File: src/rtl/inst_mem_resp_if.sv
// Fetch request/response, plus the program-load write port, between a requester and inst_mem_resp.
// All signals are 32-bit address/data or 1-bit strobes; the interface is unparameterised.
interface inst_mem_resp_if;
    logic        req_valid;
    logic        req_ready;
    logic [31:0] req_addr;
    logic        resp_valid;
    logic        resp_ready;
    logic [31:0] resp_inst;
    logic        resp_err;
    logic        ld_en;
    logic [31:0] ld_addr;
    logic [31:0] ld_data;

    modport master (
        output req_valid, req_addr, resp_ready, ld_en, ld_addr, ld_data,
        input  req_ready, resp_valid, resp_inst, resp_err
    );

    modport slave (
        input  req_valid, req_addr, resp_ready, ld_en, ld_addr, ld_data,
        output req_ready, resp_valid, resp_inst, resp_err
    );
endinterface

File: src/rtl/inst_mem_resp.sv
// Instruction memory responder: one outstanding fetch, loadable word array, IDLE/WAIT/RESP FSM.
// resp_valid comes LATENCY cycles after accept; the response is held until resp_ready, and req_ready is high only in IDLE.
// IMEM_BOUNDS_CHECK_EN adds misaligned/out-of-range fault responses and drops out-of-range loads.
module inst_mem_resp #(
    parameter int DEPTH_LOG2 = 6,
    parameter int LATENCY    = 2
) (
    input  logic           clk,
    input  logic           reset,
    inst_mem_resp_if.slave bus
);
    localparam int          DEPTH    = 1 << DEPTH_LOG2;
    localparam logic [31:0] EBREAK   = 32'h0010_0073;
    localparam logic [3:0]  CNT_INIT = (LATENCY > 1) ? 4'(LATENCY - 2) : 4'd0;

    typedef enum logic [1:0] {
        IDLE = 2'd0,
        WAIT = 2'd1,
        RESP = 2'd2
    } state_t;

    state_t                r_state;
    state_t                w_next;
    logic [3:0]            r_cnt;
    logic [3:0]            w_cnt_next;
    logic [31:0]           r_addr;
    logic [31:0]           r_inst;
    logic                  r_err;
    logic [31:0]           r_mem [DEPTH];

    logic                  w_accept;
    logic                  w_enter_resp;
    logic [31:0]           w_fetch_addr;
    logic [DEPTH_LOG2-1:0] w_rd_idx;
    logic [DEPTH_LOG2-1:0] w_ld_idx;
    logic                  w_rd_bad;
    logic                  w_ld_ok;

    always_comb begin
        w_next     = r_state;
        w_cnt_next = r_cnt;
        case (r_state)
            IDLE: begin
                if (bus.req_valid) begin
                    w_next     = (LATENCY == 1) ? RESP : WAIT;
                    w_cnt_next = CNT_INIT;
                end
            end
            WAIT: begin
                if (r_cnt == 4'd0) begin
                    w_next = RESP;
                end else begin
                    w_cnt_next = r_cnt - 4'd1;
                end
            end
            RESP: begin
                if (bus.resp_ready) begin
                    w_next = IDLE;
                end
            end
            default: w_next = IDLE;
        endcase
    end

    assign w_accept     = (r_state == IDLE) && bus.req_valid;
    assign w_enter_resp = (w_next == RESP) && (r_state != RESP);

    // With LATENCY=1 the RESP-entry read happens on the accept edge, before r_addr is loaded.
    assign w_fetch_addr = (r_state == IDLE) ? bus.req_addr : r_addr;
    assign w_rd_idx     = w_fetch_addr[DEPTH_LOG2+1:2];
    assign w_ld_idx     = bus.ld_addr[DEPTH_LOG2+1:2];

`ifdef IMEM_BOUNDS_CHECK_EN
    assign w_rd_bad = (w_fetch_addr[1:0] != 2'b00) || (w_fetch_addr[31:DEPTH_LOG2+2] != '0);
    assign w_ld_ok  = (bus.ld_addr[31:DEPTH_LOG2+2] == '0);
`else
    assign w_rd_bad = 1'b0;
    assign w_ld_ok  = 1'b1;
`endif

    always_ff @(posedge clk) begin
        if (reset) begin
            r_state <= IDLE;
            r_cnt   <= 4'd0;
            r_addr  <= 32'h0;
            r_inst  <= 32'h0;
            r_err   <= 1'b0;
        end else begin
            r_state <= w_next;
            r_cnt   <= w_cnt_next;
            if (w_accept) begin
                r_addr <= bus.req_addr;
            end
            if (w_enter_resp) begin
                r_inst <= w_rd_bad ? EBREAK : r_mem[w_rd_idx];
                r_err  <= w_rd_bad;
            end
        end
    end

    // Memory is not reset; a same-edge load and fetch read see the old word.
    always_ff @(posedge clk) begin
        if (bus.ld_en && w_ld_ok) begin
            r_mem[w_ld_idx] <= bus.ld_data;
        end
    end

    assign bus.req_ready  = (r_state == IDLE);
    assign bus.resp_valid = (r_state == RESP);
    assign bus.resp_inst  = r_inst;
    assign bus.resp_err   = r_err;
endmodule

File: src/flat_wrapper.sv
// flat-port wrapper written by rule: the top's interface ports become plain ports
module inst_mem_resp_flat 
#(
    parameter int DEPTH_LOG2 = 6,
    parameter int LATENCY    = 2
)
  (clk, reset, bus_req_valid, bus_req_addr, bus_resp_ready, bus_ld_en, bus_ld_addr, bus_ld_data, bus_req_ready, bus_resp_valid, bus_resp_inst, bus_resp_err);
  inst_mem_resp_if bus_i ();
  input  logic clk;
  input  logic reset;
  input wire logic [$bits(bus_i.req_valid)-1:0] bus_req_valid;
  input wire logic [$bits(bus_i.req_addr)-1:0] bus_req_addr;
  input wire logic [$bits(bus_i.resp_ready)-1:0] bus_resp_ready;
  input wire logic [$bits(bus_i.ld_en)-1:0] bus_ld_en;
  input wire logic [$bits(bus_i.ld_addr)-1:0] bus_ld_addr;
  input wire logic [$bits(bus_i.ld_data)-1:0] bus_ld_data;
  output wire logic [$bits(bus_i.req_ready)-1:0] bus_req_ready;
  output wire logic [$bits(bus_i.resp_valid)-1:0] bus_resp_valid;
  output wire logic [$bits(bus_i.resp_inst)-1:0] bus_resp_inst;
  output wire logic [$bits(bus_i.resp_err)-1:0] bus_resp_err;
  assign bus_i.req_valid = bus_req_valid;
  assign bus_i.req_addr = bus_req_addr;
  assign bus_i.resp_ready = bus_resp_ready;
  assign bus_i.ld_en = bus_ld_en;
  assign bus_i.ld_addr = bus_ld_addr;
  assign bus_i.ld_data = bus_ld_data;
  assign bus_req_ready = bus_i.req_ready;
  assign bus_resp_valid = bus_i.resp_valid;
  assign bus_resp_inst = bus_i.resp_inst;
  assign bus_resp_err = bus_i.resp_err;
  inst_mem_resp #(.DEPTH_LOG2(DEPTH_LOG2), .LATENCY(LATENCY)) u_core (.clk(clk), .reset(reset), .bus(bus_i));
endmodule
File: config.mk
export PLATFORM = sky130hd
export DESIGN_NAME = inst_mem_resp_flat
export DESIGN_NICKNAME = d
export VERILOG_FILES = /design/src/rtl/inst_mem_resp_if.sv /design/src/rtl/inst_mem_resp.sv /design/src/flat_wrapper.sv
export SDC_FILE = /design/constraint.sdc
export NUM_CORES = 2
export LEC_CHECK = 0
export CAP_MARGIN = 15
export CORE_MARGIN = 1
export CORE_UTILIZATION = 30
export DETAILED_ROUTE_END_ITERATION = 10
export GPL_ROUTABILITY_DRIVEN = 0
export HOLD_SLACK_MARGIN = 0.08
export REMOVE_ABC_BUFFERS = 1
export SLEW_MARGIN = 20
export SYNTH_ARGS = -nofsm -noshare
export SYNTH_HDL_FRONTEND = slang
export SYNTH_SLANG_ARGS = --single-unit
File: constraint.sdc
create_clock -name clk -period 4.1 [get_ports clk]
set_input_delay 0.82 -clock clk [delete_from_list [all_inputs] [get_ports clk]]
set_output_delay 0.82 -clock clk [all_outputs]
set_load 0.02 [all_outputs]
==> flow_metrics.env <==
export IMPL_finalMaxSlewViolations=0
export IMPL_io_buffers=82
export IMPL_vias=47600
export IMPL_cts_tree="yes"
export IMPL_die_area_sq_mm=0.2725
export IMPL_ant_nets=0
export IMPL_grt_max_degree=65
export IMPL_power_mw=53.43
export IMPL_synth_top_family_by_area="multiplexers"
export IMPL_drive_above_1_share_pct=20.83
export IMPL_clk_latency_ns=0.85
export IMPL_wire_per_inst_microns=26.29
export IMPL_synthXorXnorAreaFrac_pct=0.02159
export IMPL_final_nets=5426
export IMPL_ys_warn_count=0
export IMPL_post_synth_cell_area_avg_sq_um=16.65
export IMPL_synth_ff_type="edfxtp_1"
export IMPL_place_ws_ns=-0.8008
export IMPL_cts_htree_levels=4
export IMPL_grt_pass1_wl_mm=337.4
export IMPL_synth_edf_count=2048
export IMPL_fmax_mhz=254.6
export IMPL_endpoint_kind="flop"
export IMPL_outcome="completed"
export IMPL_ios=136
export IMPL_synthSimpleGateAreaFrac_pct=7.022
export IMPL_fin_crit_ns=3.928
export IMPL_power_density_mw_per_mm2=547.7
export IMPL_drtPass1Iterations=5
export IMPL_ys_seq_area_share_pct=76.89
export IMPL_hold_class="input port to flop"
export IMPL_track_usage_pct=17.10
export IMPL_ys_types=68
export IMPL_final_core_util_pct=36.35
export IMPL_post_cts_buffers=0
export IMPL_synthAdderAreaFrac_pct=0.03084
export IMPL_post_route_period_util_pct=95.81
export IMPL_startpoint_type="flop"
export IMPL_finalHoldViolCount=0
export IMPL_antenna_found_initial=14
export IMPL_cp_data_required_time_ns=4.77
export IMPL_clk_pin_slew_ns=0.06
export IMPL_path_class="flop to flop"
export IMPL_synth_seq_cells=2092
export IMPL_muxShareOfSynthArea_pct=7.241
export IMPL_finalSetupTns_ns=0
export IMPL_drt_total_wl_mm=238.0
export IMPL_via_per_inst=5.257
export IMPL_clock_skew_ns=0.02287
export IMPL_initial_utilization_pct=30.23
export IMPL_path_max_fanout=15
export IMPL_first_global_vias=46830
export IMPL_hpwl_mm=140.9
export IMPL_crit_arrival_ns=4.60
export IMPL_coreArea_sq_mm=0.2684
export IMPL_cts_buffer_depth=3
export IMPL_irDropWorstVdd_uv=479.7
export IMPL_syn2layout_area_growth_pct=20.25
export IMPL_drc=0
export IMPL_mappedNetlistArea_sq_mm=0.08113
export IMPL_die_w_microns=522.0
export IMPL_layout_setup_ws_ns=0.1719
export IMPL_worst_slew_pin_slew_ns=1.131
export IMPL_clock_tree_root_cell="clkbuf_16"
export IMPL_holdWs_ns=0.3640
export IMPL_synth_compound_area_share_pct=6.883
export IMPL_drv_cap=0
export IMPL_drtIter0Drc=5366
export IMPL_ys_async_sr_fraction_pct=0
export IMPL_max_slew_margin_pct=24.57
export IMPL_grt_overflow_total=0
export IMPL_fp_dieH_microns=522.0
export IMPL_rsz0062_at_grt="no"
export IMPL_syn_inst=4872
export IMPL_setup_violations=0
export IMPL_p_leak_nw=31.54
export IMPL_rows=190
export IMPL_r2r_setup_slack_ns=0.17
export IMPL_clock_sinks=2092
export IMPL_cts_buffers_inserted=205
worst max-delay path: stages, from the launching register on:
cell,delay (ns)
dfxtp_1,0.82
or3b_1,0.28
and2_4,0.42
buf_12,0.25
buf_4,0.22
mux4_2,0.52
a2111oi_0,0.65
buf_4,0.23
a22o_1,0.22
a2111oi_1,0.09
final cells by class:
cell class                 count  area, sq um
sequential                  2092        62380
timing repair buffer         564         6241
clock buffer                 277         5592
antenna                        4        10.01
tap                         3552         4444
fill                       24760       170800
multi-input combinational   2455        17850
inverter                       5        21.27
clock inverter               105         1022
metrics by stage:
step / std cells / instance area (sq um)
after global placement: 8668 / 90900
after detailed placement: 8668 / 90900
after floorplan: 4552 / 79600
after global routing: 9050 / 97550
final: 9054 / 97560
after CTS: 9050 / 97510
final timing paths:
kind	from	to	depth (start not counted)
worst max register to register	u_core.r_state[1]$_SDFF_PP0_	u_core.bus.resp_inst[25]$_SDFFE_PP0P_	9
worst max-delay path	u_core.r_state[1]$_SDFF_PP0_	u_core.bus.resp_inst[25]$_SDFFE_PP0P_	9
worst min register to register	u_core.r_addr[6]$_SDFFE_PP0P_	u_core.r_addr[6]$_SDFFE_PP0P_	2
worst min-delay path	bus_ld_data[29]	u_core.r_mem[54][29]$_DFFE_PP_	1
cell families (layout without fill, tap and decap cells):
logic type | Yosys count | after routing
xor+xnor | 2 | 2
flops | 2092 | 2092
compound gates | 745 | 745
other cells | 1 | 5
fa+ha+maj | 2 | 2
simple gates | 1326 | 1326
buf+inv | 325 | 951
mux | 379 | 379
cell usage after synthesis (all sizes together) (5+ instances only):
cell type | n | area, sq um
o22a | 21 | 183.9
o21ai | 13 | 68.82
mux2i | 150 | 1505
o2111ai | 50 | 437.9
a211oi | 119 | 893.4
a22oi | 11 | 82.58
a21oi | 172 | 860.8
nand3 | 143 | 715.7
nor2b | 7 | 43.79
nor3 | 14 | 70.07
clkbuf | 149 | 559.3
nor4 | 6 | 37.54
and3 | 117 | 732.0
a211o | 7 | 61.31
nand2b | 7 | 43.79
buf | 171 | 968.4
nand2 | 806 | 3042
edfxtp | 2048 | 61500
mux4 | 159 | 3581
a2111oi | 108 | 1052
inv | 5 | 21.27
a31oi | 48 | 306.5
a32oi | 109 | 954.7
o211ai | 5 | 37.54
nand4 | 7 | 43.79
mux2 | 70 | 788.3
nor2 | 175 | 659.4
o22ai | 31 | 193.9
o221ai | 7 | 61.31
or3 | 21 | 131.4
a22o | 27 | 236.5
dfxtp | 44 | 880.8
state kept, by name, indices dropped and copies added, names as in the netlist:
register and count:
u_core.r_mem 2048, u_core.r_addr 6, u_core.r_state 2, u_core.r_cnt 4, u_core.bus.resp_inst 32
per-layer routing:
metal,GRT usage (%),part of all wire (%)
met3,3.597,8.9
met5,0,0.021
met4,4.503,2.4
met2,28.35,48
met1,22.66,41
power breakdown:
part	internal [mW]	switching [mW]
sequential	23.7	0.213
combinational	4.36	6.53
clock	10.6	8.00
total	38.7	14.8
layout by cell type (no fill, tap or decap), types with 32 or more instances in the layout:
| cell type | Yosys | layout |
|---|---|---|
| edfxtp_1 | 2048 | 2048 |
| nand2_1 | 805 | 804 |
| buf_4 | 13 | 344 |
| clkbuf_16 | 0 | 206 |
| a21oi_1 | 172 | 172 |
| mux4_2 | 159 | 159 |
| buf_12 | 0 | 154 |
| mux2i_1 | 149 | 148 |
| nand3_1 | 143 | 143 |
| a211oi_1 | 119 | 119 |
| and3_1 | 117 | 117 |
| a32oi_1 | 109 | 109 |
| nor2_1 | 174 | 108 |
| a2111oi_0 | 83 | 82 |
| mux2_2 | 70 | 69 |
| nor2_4 | 0 | 67 |
| clkbuf_1 | 149 | 54 |
| o2111ai_1 | 50 | 50 |
| clkdlybuf4s50_1 | 0 | 49 |
| a31oi_1 | 47 | 45 |
| dfxtp_1 | 44 | 44 |
| clkinv_2 | 0 | 41 |
| clkinv_1 | 0 | 32 |
what timing repair did:
action / CTS / global route
hold buffers: 0 / 0
setup endpoints to repair: 1 / 0
resized for setup: 1 / 0
Note: power is estimated with default switching activity, not from simulation.
